### src/rtl/dsp_mac_stream_ctrl_if.sv
// Operand/result handshake bundle for dsp_mac_stream_ctrl.
// master = producer/consumer side, slave = the MAC controller.
interface dsp_mac_stream_ctrl_if;
  logic        in_valid;
  logic        in_ready;
  logic [17:0] in_a;
  logic [17:0] in_b;
  logic [47:0] in_c;
  logic        out_valid;
  logic        out_ready;
  logic [47:0] out_p;
  logic        out_sat;

  modport master (
    output in_valid, in_a, in_b, in_c, out_ready,
    input  in_ready, out_valid, out_p, out_sat
  );

  modport slave (
    input  in_valid, in_a, in_b, in_c, out_ready,
    output in_ready, out_valid, out_p, out_sat
  );
endinterface

### src/rtl/dsp_mac_stream_ctrl.sv
// Streaming P = A*B + C front-end: 3-stage pipeline, output FIFO, credit flow control.
// Optional saturation of the 49-bit sum to 48 bits when DSP_MAC_SAT_EN is defined. DEPTH legal range 4..64.
module dsp_mac_stream_ctrl #(
  parameter int DEPTH = 8
) (
  input  logic                 clk,
  input  logic                 rstn,
  dsp_mac_stream_ctrl_if.slave bus,
  output logic                 busy,
  output logic [31:0]          result_cnt
);

  localparam int CW = $clog2(DEPTH + 1);
  localparam int PW = $clog2(DEPTH);
`ifdef DSP_MAC_SAT_EN
  localparam int EW = 49;
`else
  localparam int EW = 48;
`endif

  logic              rstn_q;
  logic [CW-1:0]     credits;
  logic              accept;
  logic              pop;

  logic              s1_v, s2_v, s3_v;
  logic signed [17:0] s1_a, s1_b;
  logic [47:0]       s1_c;
  logic signed [35:0] s2_prod;
  logic [48:0]       s2_c;
  logic [48:0]       sum;
  logic [EW-1:0]     s3_next;
  logic [EW-1:0]     s3_ent;

  logic [EW-1:0]     mem [DEPTH];
  logic [PW-1:0]     wr_ptr, rd_ptr;
  logic [CW-1:0]     count;
  logic              empty;
  logic [EW-1:0]     head;

  function automatic logic [PW-1:0] ptr_next(input logic [PW-1:0] p);
    return (p == PW'(DEPTH - 1)) ? '0 : p + PW'(1);
  endfunction

  assign accept       = bus.in_valid && bus.in_ready;
  assign pop          = bus.out_valid && bus.out_ready;
  // Credits cover every in-flight and queued result, so the FIFO cannot overflow.
  assign bus.in_ready = (credits != '0) && rstn_q;

  always_ff @(posedge clk) begin
    if (!rstn) begin
      rstn_q  <= 1'b0;
      credits <= CW'(DEPTH);
    end else begin
      rstn_q <= 1'b1;
      if (accept && !pop)
        credits <= credits - CW'(1);
      else if (!accept && pop)
        credits <= credits + CW'(1);
    end
  end

  always_ff @(posedge clk) begin
    if (!rstn) begin
      s1_v <= 1'b0;
      s2_v <= 1'b0;
      s3_v <= 1'b0;
    end else begin
      s1_v <= accept;
      s2_v <= s1_v;
      s3_v <= s2_v;
    end
  end

  always_ff @(posedge clk) begin
    if (accept) begin
      s1_a <= bus.in_a;
      s1_b <= bus.in_b;
      s1_c <= bus.in_c;
    end
    s2_prod <= s1_a * s1_b;
    s2_c    <= {s1_c[47], s1_c};
    s3_ent  <= s3_next;
  end

  always_comb begin
    sum     = {{13{s2_prod[35]}}, s2_prod} + s2_c;
    s3_next = '0;
`ifdef DSP_MAC_SAT_EN
    // Bits 48 and 47 disagree only when the true sum does not fit in 48 bits.
    if (sum[48] != sum[47])
      s3_next = sum[48] ? {1'b1, 48'h8000_0000_0000} : {1'b1, 48'h7FFF_FFFF_FFFF};
    else
      s3_next = {1'b0, sum[47:0]};
`else
    s3_next = sum[47:0];
`endif
  end

  always_ff @(posedge clk) begin
    if (s3_v)
      mem[wr_ptr] <= s3_ent;
  end

  always_ff @(posedge clk) begin
    if (!rstn) begin
      wr_ptr     <= '0;
      rd_ptr     <= '0;
      count      <= '0;
      result_cnt <= '0;
    end else begin
      if (s3_v)
        wr_ptr <= ptr_next(wr_ptr);
      if (pop) begin
        rd_ptr     <= ptr_next(rd_ptr);
        result_cnt <= result_cnt + 32'd1;
      end
      if (s3_v && !pop)
        count <= count + CW'(1);
      else if (!s3_v && pop)
        count <= count - CW'(1);
    end
  end

  assign empty         = (count == '0);
  assign head          = mem[rd_ptr];
  assign bus.out_valid = !empty;
  assign bus.out_p     = empty ? '0 : head[47:0];
`ifdef DSP_MAC_SAT_EN
  assign bus.out_sat   = empty ? 1'b0 : head[48];
`else
  assign bus.out_sat   = 1'b0;
`endif

  assign busy = s1_v || s2_v || s3_v || !empty;

endmodule

### src/flat_wrapper.sv
// flat-port wrapper written by rule: the top's interface ports become plain ports
module dsp_mac_stream_ctrl_flat 
#(
  parameter int DEPTH = 8
)
  (clk, rstn, busy, result_cnt, bus_in_valid, bus_in_a, bus_in_b, bus_in_c, bus_out_ready, bus_in_ready, bus_out_valid, bus_out_p, bus_out_sat);
  dsp_mac_stream_ctrl_if bus_i ();
  input  logic clk;
  input  logic rstn;
  output logic busy;
  output logic [31:0] result_cnt;
  input wire logic [$bits(bus_i.in_valid)-1:0] bus_in_valid;
  input wire logic [$bits(bus_i.in_a)-1:0] bus_in_a;
  input wire logic [$bits(bus_i.in_b)-1:0] bus_in_b;
  input wire logic [$bits(bus_i.in_c)-1:0] bus_in_c;
  input wire logic [$bits(bus_i.out_ready)-1:0] bus_out_ready;
  output wire logic [$bits(bus_i.in_ready)-1:0] bus_in_ready;
  output wire logic [$bits(bus_i.out_valid)-1:0] bus_out_valid;
  output wire logic [$bits(bus_i.out_p)-1:0] bus_out_p;
  output wire logic [$bits(bus_i.out_sat)-1:0] bus_out_sat;
  assign bus_i.in_valid = bus_in_valid;
  assign bus_i.in_a = bus_in_a;
  assign bus_i.in_b = bus_in_b;
  assign bus_i.in_c = bus_in_c;
  assign bus_i.out_ready = bus_out_ready;
  assign bus_in_ready = bus_i.in_ready;
  assign bus_out_valid = bus_i.out_valid;
  assign bus_out_p = bus_i.out_p;
  assign bus_out_sat = bus_i.out_sat;
  dsp_mac_stream_ctrl #(.DEPTH(DEPTH)) u_core (.clk(clk), .rstn(rstn), .bus(bus_i), .busy(busy), .result_cnt(result_cnt));
endmodule
### config.mk
export PLATFORM = sky130hd
export DESIGN_NAME = dsp_mac_stream_ctrl_flat
export DESIGN_NICKNAME = d
export VERILOG_FILES = /design/src/rtl/dsp_mac_stream_ctrl_if.sv /design/src/rtl/dsp_mac_stream_ctrl.sv /design/src/flat_wrapper.sv
export SDC_FILE = /design/constraint.sdc
export NUM_CORES = 2
export LEC_CHECK = 0
export ABC_AREA = 1
export CORE_AREA = 2 2 289 263
export CTS_CLUSTER_SIZE = 24
export DETAILED_ROUTE_END_ITERATION = 12
export DIE_AREA = 0 0 291 265
export PLACE_DENSITY = 0.76
export SETUP_SLACK_MARGIN = 0.4
export SLEW_MARGIN = 20
export SYNTH_ARGS = -nofsm -noshare
export SYNTH_HDL_FRONTEND = slang
export SYNTH_SLANG_ARGS = --single-unit
### constraint.sdc
create_clock -name clk -period 5.1 [get_ports clk]
set_input_delay 1.02 -clock clk [delete_from_list [all_inputs] [get_ports clk]]
set_output_delay 1.02 -clock clk [all_outputs]
set_load 0.01 [all_outputs]
==> metrics.cfg <==
[global_routing]
grt.total_usage=0.271
antenna_found_initial=10
overflow=0
grt_pass1_wl_um=164000
grt_max_degree=95
grt_pass1_vias=31300

[drt]
drt_wl_total_um=104000
dr.pass1.iters=7
num_vias=31000
drc_errors=0
antenna_left=0
initialDrtViolationCount=2564
routedWlPerCell_um=17.8
viasPerCell=5.29

[sta]
max-slew-margin-rel=0.249
clock_skew_ns=0.0430
maxSlewViolCount=0
setup_viol=23
timing.fmax_ghz=0.187
setup_ws_ns=-0.261
finalHoldViolCount=0
rsz0062_at_grt=yes
fin_tns_setup_ns=-3.27
fin_crit_ns=5.36
post-route-period-util=1.05
tightest_slew_ns=1.12

[setup_path]
reg2reg_from=u_core.s1_a[17]$_DFFE_PP_
rr_worst_depth=25
crit_fanout=6
r2r_setup_slack_ns=-0.26
r2r_end=u_core.s2_prod[35]$_DFF_P_
max_stage_delay_ns=0.63
critPathArrivalTime_ns=5.92
critical_path_class=reg2reg
slowest_stage=fa_2
path_common_cell=nand2_1
cp.required_ns=5.66
startpoint_type=register
crit_path_end_kind=register

[floorplan]
rows=95
dieArea_sq_um=77100
start_util=0.546
dieWidth_um=291
core-area_sq_um=74100
die_y_um=265
pin_count=172

[min_path]
worstHoldStart=u_core.s1_c[7]$_DFFE_PP_
worstHoldEndpoint=u_core.s2_c[7]$_DFF_P_
min_path_cells=0
hold_path_class=reg2reg

[layout]
layout.nets=5399
area_growth_pct=21.9
antenna_cells=0
layout-drive-gt1-share=0.154
fin_cells=5855

[synthesis]
synth.cell_area_sq_um=40400
syn_nets=5024
ys_warn_count=0
synth.ff_latch_count=653
syn_inst=4453
synth_cell_types=42
synth.avg_cell_area_sq_um=9.07
synth.yosys.seq_area_share=0.440

[clock_tree]
cts_sinks=653
ctsLongestPathBuffers=3
worstSkewPairLatency_ns=0.65
cts_buffers=69
clk_pin_slew_worst_paths_ns=0.07
cts_root_buffer=clkbuf_16
htree_levels=3
cts_tree=built

[placed_design]
io_buffer_count=170
dpl.hpwl_um=72400
gp_congestion=0.954
place_inst=5645

[status]
outcome=finished, violations left
violations=negative setup slack

[job]
drv_cap=0

-- metrics by stage --
step	hold WS [ns]	cell area [sq um]	setup slack (ns)	util
after global routing	0.322	49200	-0.465	0.665
after floorplan	0.323	41000	0.0256	-
after detailed placement	0.327	44800	-0.391	0.604
after CTS	0.315	48500	-0.198	0.655
final	0.319	49200	-0.261	0.665
after global placement	0.326	44800	-0.307	0.604
-- area by class of cell --
cell class	instances	area, sq um
Sequential cell	653	17800
Timing Repair Buffer	462	4350
Clock inverter	39	574
Inverter	907	3420
Multi-Input combinational cell	2735	20100
Clock buffer	89	1830
Tap cell	970	1210
Fill cell	5545	24800
-- logic make-up (layout without fill, tap and decap cells) --
logic type | after synthesis | in the layout | synth area share
simple gates | 1794 | 1794 | 0.175
buf+inv | 1065 | 1497 | 0.102
flops | 653 | 653 | 0.440
fa+ha+maj | 483 | 483 | 0.211
compound gates | 396 | 396 | 0.0595
xor+xnor | 61 | 61 | 0.0132
other cells | 1 | 1 | 0.0000928
-- per-layer routing --
layer	GRT usage	part of all wire
met4	0.104	0.038
met3	0.0489	0.087
met5	0	0.00026
met1	0.356	0.39
met2	0.450	0.48
-- flip-flops by register name (all words and copies together), names as in the netlist, named ones only --
register	cells
u_core.rstn_q	1
u_core.s1_b	18
u_core.s2_prod	36
u_core.wr_ptr	3
u_core.s1_a	18
u_core.s1_c	48
u_core.rd_ptr	3
u_core.s2_v	1
u_core.result_cnt	32
u_core.s1_v	1
u_core.credits	4
u_core.s2_c	48
u_core.s3_v	1
u_core.count	4
u_core.s3_ent	48
u_core.mem	384
-- placed cells by master (no fill, tap or decap), types with 5 or more instances in the layout --
cell             instances
inv_2                   76
buf_12                  13
clkbuf_16               69
a21oi_4                 10
nand2_1                944
o32ai_1                 96
dfxtp_1                182
fa_2                    14
clkdlybuf4s50_1        170
clkinv_1                 9
nand2_4                 29
or2_2                    6
xnor2_1                 13
buf_4                  210
inv_1                  826
o21ai_0                145
ha_1                   117
nand3_2                 13
nor2_2                  22
xor2_1                  43
nand4_1                 28
nand3_1                 73
clkinv_16                5
buf_6                   64
o21ai_1                 34
o21a_1                   5
a21oi_2                 20
edfxtp_1               468
clkbuf_1                17
fa_1                   318
nor3_1                  18
ha_4                    32
clkinv_2                10
bufinv_16                9
nand2_2                 69
nor2_4                  32
a21oi_1                 61
nor2_1                 546
-- worst max-delay path, delay by kind of cell, from the launching register on --
kind | cells | cell delay [ns]
AND/OR/NAND/NOR | 9 | 0.61
adder cells (fa/ha/maj) | 7 | 3.49
flip-flops | 1 | 0.38
buffers and inverters | 9 | 0.77
-- cell usage after synthesis (all sizes together) --
cell type | number | area, sq um
nand2 | 1044 | 3940
inv | 906 | 3400
nor2 | 600 | 2290
edfxtp | 468 | 14100
fa | 332 | 6650
o21ai | 186 | 935
dfxtp | 185 | 3700
ha | 151 | 1890
clkbuf | 112 | 420
o32ai | 96 | 841
a21oi | 91 | 455
nand3 | 88 | 455
xor2 | 48 | 420
buf | 46 | 288
nand4 | 28 | 175
nor3 | 20 | 100
xnor2 | 13 | 114
o21bai | 7 | 52.6
or2 | 6 | 37.5
o21a | 5 | 37.5
a21boi | 4 | 30.0
a21o | 3 | 22.5
a31oi | 3 | 18.8
and3 | 3 | 18.8
and2 | 1 | 6.26
clkinv | 1 | 3.75
conb | 1 | 3.75
nand3b | 1 | 7.51
nor3b | 1 | 7.51
nor4 | 1 | 6.26
o211a | 1 | 10.0
or4 | 1 | 7.51
-- worst max path at each step --
| stage | startpoint | to | slack [ns] | cells past startpoint |
|---|---|---|---|---|
| 2_1_floorplan | u_core.s1_a[17]$_DFFE_PP_ | u_core.s2_prod[31]$_DFF_P_ | 0.03 | 20 |
| 3_3_place_gp | u_core.s1_b[3]$_DFFE_PP_ | u_core.s2_prod[32]$_DFF_P_ | -0.31 | 19 |
| 3_5_place_dp | u_core.s1_b[3]$_DFFE_PP_ | u_core.s2_prod[32]$_DFF_P_ | -0.39 | 19 |
| 4_1_cts | u_core.s1_a[17]$_DFFE_PP_ | u_core.s2_prod[31]$_DFF_P_ | -0.20 | 24 |
| 5_1_grt | u_core.s1_a[17]$_DFFE_PP_ | u_core.s2_prod[34]$_DFF_P_ | -0.47 | 25 |
| 6_report | u_core.s1_a[17]$_DFFE_PP_ | u_core.s2_prod[35]$_DFF_P_ | -0.26 | 25 |
-- timing repair --
action,4_1_cts,5_1_grt
setup endpoints to repair,28,40
buffers inserted,57,21
gates resized for setup,229,161
pin swaps,124,116
hold buffers,0,0
gates cloned,1,0
Power is not shown: default switching activity piles up to over one toggle a cycle in this logic, so the estimate is an artifact.
